File: config.mk
export PLATFORM = sky130hd
export DESIGN_NAME = reverb_sched
export DESIGN_NICKNAME = d
export VERILOG_FILES = /design/src/rtl/reverb_sched.sv
export SDC_FILE = /design/constraint.sdc
export NUM_CORES = 1
export LEC_CHECK = 0
export CAP_MARGIN = 10
export CORE_ASPECT_RATIO = 0.6
export CORE_MARGIN = 1
export CORE_UTILIZATION = 49
export DETAILED_ROUTE_END_ITERATION = 7
export GPL_ROUTABILITY_DRIVEN = 1
export PLACE_DENSITY = 0.77
export SYNTH_ARGS = -nofsm -noshare
export SYNTH_HDL_FRONTEND = slang
export SYNTH_SLANG_ARGS = --single-unit
File: constraint.sdc
create_clock -name clk_50m -period 3.55 [get_ports clk_50m]
set_clock_uncertainty 0.2 [all_clocks]
set_input_delay 1.065 -clock clk_50m [delete_from_list [all_inputs] [get_ports clk_50m]]
set_output_delay 1.065 -clock clk_50m [all_outputs]
set_load 0.02 [all_outputs]
File: src/rtl/reverb_sched.sv
// Sample-rate scheduler and wet/dry crossfade controller for the reverb datapath.
// Define REVERB_SCHED_FADE_EN for a gradual gain ramp; otherwise the gain switches hard.
module reverb_sched #(
  parameter int CLK_DIV    = 1042,
  parameter int TIMEOUT    = 512,
  parameter int FADE_SHIFT = 6
) (
  input  logic               clk_50m,
  input  logic               rst_n,
  input  logic               reverb_on,
  input  logic signed [15:0] src_sample,
  output logic               sample_tick,
  output logic signed [15:0] fx_signal_in,
  output logic               fx_ready_in,
  output logic               fx_reverb_on,
  input  logic signed [15:0] fx_signal_out,
  input  logic               fx_ready_out,
  output logic signed [15:0] dac_sample,
  output logic               dac_valid,
  output logic               err_timeout
);

  localparam int CW = $clog2(CLK_DIV);
  localparam int TW = $clog2(TIMEOUT + 1);
  localparam int AW = 16 + FADE_SHIFT + 2;
  localparam logic [FADE_SHIFT:0] M_G = (FADE_SHIFT + 1)'(1 << FADE_SHIFT);

  typedef enum logic [2:0] {S_IDLE, S_ISSUE, S_WAIT, S_MIX, S_OUT} state_t;

  state_t                  state_r, state_s;
  logic [CW-1:0]           count_r;
  logic [TW-1:0]           to_cnt_r;
  logic [FADE_SHIFT:0]     g_r, g_next_s, target_s;
  logic signed [15:0]      dry_r, wet_r, dac_next_s;
  logic signed [FADE_SHIFT+1:0] gw_s, gd_s;
  logic signed [AW-1:0]    acc_s, shr_s;
  logic                    fx_on_s, enter_issue_s, bypass_s, take_wet_s, timeout_s;

  // Free-running sample-rate divider; the tick is registered one count early.
  always_ff @(posedge clk_50m) begin
    if (!rst_n) begin
      count_r     <= '0;
      sample_tick <= 1'b0;
    end else begin
      count_r     <= (count_r == CW'(CLK_DIV - 1)) ? '0 : count_r + CW'(1);
      sample_tick <= (count_r == CW'(CLK_DIV - 2));
    end
  end

  // Wet-path enable and next gain; the fade build keeps the reverb alive until g drains.
  always_comb begin
    target_s = reverb_on ? M_G : '0;
`ifdef REVERB_SCHED_FADE_EN
    fx_on_s = reverb_on | (g_r != '0);
    if (g_r < target_s) begin
      g_next_s = g_r + (FADE_SHIFT + 1)'(1);
    end else if (g_r > target_s) begin
      g_next_s = g_r - (FADE_SHIFT + 1)'(1);
    end else begin
      g_next_s = g_r;
    end
`else
    fx_on_s  = reverb_on;
    g_next_s = target_s;
`endif
  end

  // Weighted mix; the weights sum to M so the shifted result always fits in 16 bits.
  always_comb begin
    gw_s       = signed'({1'b0, g_r});
    gd_s       = signed'({1'b0, M_G - g_r});
    acc_s      = AW'(wet_r) * AW'(gw_s) + AW'(dry_r) * AW'(gd_s);
    shr_s      = acc_s >>> FADE_SHIFT;
    dac_next_s = shr_s[15:0];
  end

  // FSM state register.
  always_ff @(posedge clk_50m) begin
    if (!rst_n) begin
      state_r <= S_IDLE;
    end else begin
      state_r <= state_s;
    end
  end

  // Next state and per-cycle datapath controls.
  always_comb begin
    state_s       = state_r;
    enter_issue_s = 1'b0;
    bypass_s      = 1'b0;
    take_wet_s    = 1'b0;
    timeout_s     = 1'b0;
    case (state_r)
      S_IDLE: begin
        if (sample_tick) begin
          if (fx_on_s) begin
            state_s       = S_ISSUE;
            enter_issue_s = 1'b1;
          end else begin
            state_s  = S_MIX;
            bypass_s = 1'b1;
          end
        end else begin
          state_s = S_IDLE;
        end
      end
      S_ISSUE, S_WAIT: begin
        if (fx_ready_out) begin
          state_s    = S_MIX;
          take_wet_s = 1'b1;
        end else if ((state_r == S_WAIT) && (to_cnt_r == TW'(TIMEOUT))) begin
          state_s   = S_MIX;
          timeout_s = 1'b1;
        end else begin
          state_s = S_WAIT;
        end
      end
      S_MIX:   state_s = S_OUT;
      S_OUT:   state_s = S_IDLE;
      default: state_s = S_IDLE;
    endcase
  end

  // Sample latches, reverb handshake, timeout tracking, gain and DAC outputs.
  always_ff @(posedge clk_50m) begin
    if (!rst_n) begin
      dry_r        <= '0;
      wet_r        <= '0;
      g_r          <= '0;
      to_cnt_r     <= '0;
      fx_signal_in <= '0;
      fx_ready_in  <= 1'b0;
      fx_reverb_on <= 1'b0;
      dac_sample   <= '0;
      dac_valid    <= 1'b0;
      err_timeout  <= 1'b0;
    end else begin
      fx_reverb_on <= fx_on_s;
      fx_ready_in  <= enter_issue_s;
      dac_valid    <= (state_r == S_MIX);
      if (state_r == S_IDLE && sample_tick) begin
        dry_r <= src_sample;
      end
      if (enter_issue_s) begin
        fx_signal_in <= src_sample;
        to_cnt_r     <= '0;
      end else if (state_r == S_ISSUE || state_r == S_WAIT) begin
        to_cnt_r <= to_cnt_r + TW'(1);
      end
      if (bypass_s) begin
        wet_r <= src_sample;
      end else if (take_wet_s) begin
        wet_r <= fx_signal_out;
      end else if (timeout_s) begin
        wet_r       <= dry_r;
        err_timeout <= 1'b1;
      end
      if (state_r == S_MIX) begin
        dac_sample <= dac_next_s;
      end
      if (state_r == S_OUT) begin
        g_r <= g_next_s;
      end
    end
  end

endmodule

==> results of run 1 <==
## sequential cells by signal (all words and copies together), names as in the netlist, 3 cells and up
signal	flops
dac_sample	16
state_r	3
wet_r	16
dry_r	16
fx_signal_in	16
count_r	11
to_cnt_r	10
## what timing repair did
action	CTS	global route
hold buffers	0	0
cloned	0	0
resized for setup	3	5
buffers inserted	4	2
pin swaps	3	3
endpoints found under the hold margin	0	0
endpoints found under the setup margin	2	5
## worst max-delay path, cell delays in order (launching register included)
cell      delay [ns]
dfxtp_2         0.38
buf_6           0.18
mux2_2          0.35
ha_1            0.29
ha_1            0.29
ha_1            0.37
o21ai_0         0.24
nor2_1          0.10
o311ai_2        0.35
buf_4           0.19
o31ai_2         0.07
xnor2_1         0.17
a21oi_1         0.08
## metrics by stage
step	cells	setup slack [ns]	setup TNS (ns)	cell area, um^2
detailed placement	729	-0.0854	-0.105	5580
finish	751	0.144	0	5970
floorplan	540	0.0370	0	4710
global route	751	-0.0421	-0.0564	5970
global placement	729	0.108	0	5580
CTS	749	0.000595	0	5920
## layout make-up
cell class              count  area, um^2  share of cell area [%]
multi-input cells         410        2730                    45.7
flip-flops and latches     94        1880                    31.5
repair buffers             90         860                    14.4
clock buffers              10         229                    3.83
well taps                 130         163                    2.72
clock inverters             6        68.8                    1.15
inverters                  11        41.3                   0.691
## power breakdown
| group | leakage [nW] | switching (mW) | internal, mW | total (mW) |
|---|---|---|---|---|
| Sequential | 0.758 | 0.00391 | 1.06 | 1.06 |
| Combinational | 1.47 | 0.0581 | 0.0538 | 0.112 |
| Clock | 0.143 | 0.421 | 0.551 | 0.972 |
| Total | 2.37 | 0.483 | 1.66 | 2.15 |
## how the worst max path moves through the flow
stage / start / endpoint / slack [ns] / cells past startpoint
CTS: g_r[6] / dac_sample[15] / 0.0006 / 13
detailed placement: g_r[6] / dac_sample[15] / -0.09 / 12
global placement: g_r[6] / dac_sample[15] / 0.11 / 12
finish: g_r[6] / dac_sample[15] / 0.14 / 12
global route: g_r[6] / dac_sample[15] / -0.04 / 12
floorplan: g_r[6] / dac_sample[11] / 0.04 / 11
## metal layers
| metal | routed length (um) | GRT usage (%) | vias to the layer above |
|---|---|---|---|
| li1 | - | - | 2040 |
| met4 | 177 | 8.35 | 0 |
| met3 | 758 | 6.83 | 19 |
| met5 | 0 | 0 | - |
| met2 | 5390 | 39.7 | 145 |
| met1 | 5510 | 32.2 | 1975 |
## logic make-up after synthesis
kind of cell	count (synthesis)	share of synthesized area, %
simple gates	202	20.1
compound gates	109	14.9
flops	94	40.3
fa+ha+maj	48	13.0
buf+inv	36	3.11
xor+xnor	27	5.06
mux	15	3.45
other cells	1	0.0802
## cells in the final DEF, fill, tap and decap left out, types with 6 or more instances in the layout
cell,instances
clkdlybuf4s50_1,72
buf_4,17
nand2_1,71
nor4_1,12
nor3_1,8
o22ai_1,9
nand3_1,14
xor2_1,15
ha_1,45
mux2_2,9
a21oi_1,46
mux2i_1,6
nor2_1,58
o21ai_0,12
nand4_1,7
inv_1,11
and2_1,10
conb_1,9
dfxtp_1,93
clkbuf_16,9
a22o_1,16
nor2b_1,6
xnor2_1,12
==> flow_summary.yaml, run 1 <==
status:
  status: "completed"
logic_synthesis:
  ys_ff_latch: 94
  ys_types: 49
  netlist_instances: 532
  synth_common_cells: "dfxtp_1 (94), nand2_1 (71), nor2_1 (58), ha_1 (47), a21oi_1 (46)"
  yosysTopAreaCellShare_pct: 40.3
  synth-main-ff-cell: "dfxtp_1"
  yosysSeqAreaShare_pct: 40.3
  synth_area_leaders: "dfxtp_1 (40%), ha_1 (13%), nand2_1 (5.7%)"
  yosysWarnings: 0
  postSynth.asyncResetShare_pct: 0
  syn_area_per_cell_um2: 8.78
  synth_area_um2: 4670
  synth-edff-count: 0
  yosysTopAreaCell: "dfxtp_1"
  synth.most_common_cell: "dfxtp_1"
cts:
  htreeDepth: 3
  cts.reportedPaths.clkPinSlew_ns: 0.07
  cts_buffer_depth: 2
  numCtsBuffers: 9
  cts_root_buf: "clkbuf_16"
  clock_latency_ns: 0.35
  cts_tree: "done"
  cts.sinks: 94
detailed_routing:
  ant_nets: 0
  dr.pass1.iters: 5
  routed_wl_um: 11800
  drc: 0
  wire_per_inst_um: 15.8
  drt_first_iter_violations: 278
  vias_per_cell: 5.56
  vias: 4179
floorplanning:
  dieWidth_um: 128
  fp.dieH_um: 77.6
  rows: 27
  ios: 73
  start_util_pct: 50.7
  coreArea_um2: 9220
  die_area_um2: 9940
timing:
  fmax_mhz: 294
  post-route-period-util_pct: 95.9
  hold_viol: 0
  slew_viol_final: 0
  period_minus_slack_ns: 3.41
  worst_hold_slack_ns: 0.261
  setup_viol: 0
  tightest_slew_ns: 1.09
  max_slew_margin_pct: 26.4
setup_path:
  path_class: "flop to flop"
  critical_path.endpoint_type: "flop"
  required_ns: 3.55
  reg2reg_to: "dac_sample[15]"
  reg2reg_slack_ns: 0.14
  critPathLaunchType: "flop"
  worst_r2r_path_depth: 12
  reg2reg_from: "g_r[6]"
  critical_path_arrival_ns: 3.41
  worstPathMaxFanout: 13
layout:
  finalNetCount: 700
  area_delta_synth_final_pct: 27.8
  final.fill_count: 752
  utilization_pct: 64.8
  drive_above_1_share_pct: 8.37
  antenna_cells: 0
placed_design:
  gp_congestion: 0.821
  dp_hpwl_um: 8550
  port_buffers: 72
worst_hold_path:
  holdPathEnd: "wet_r[4]"
  worstHoldStart: "wet_r[4]"
  min_path_type: "flop to flop"
  whs_path_depth: 2
global_route:
  antenna_found_initial: 0
  grt_pass1_vias: 4149
  grt_overflow: 0
  grtUsageTotal_pct: 24.8
  grt_start_max_net_pins: 48
  grt_pass1_wl_um: 19400
power_and_ir_drop:
  power_mw: 2.15
  power_leakage_nw: 2.37
  ir_drop_mv: 0.254
  p_per_area_nw_per_um2: 359
flow_run:
  drv_cap: 0
Power figures use the tool's default switching activity.
==> inputs of run 2 (changes only) <==
- CAP_MARGIN: 10 -> 0
==> results of run 2 <==
Final layout, timing and power as in run 1 (identical DEF).
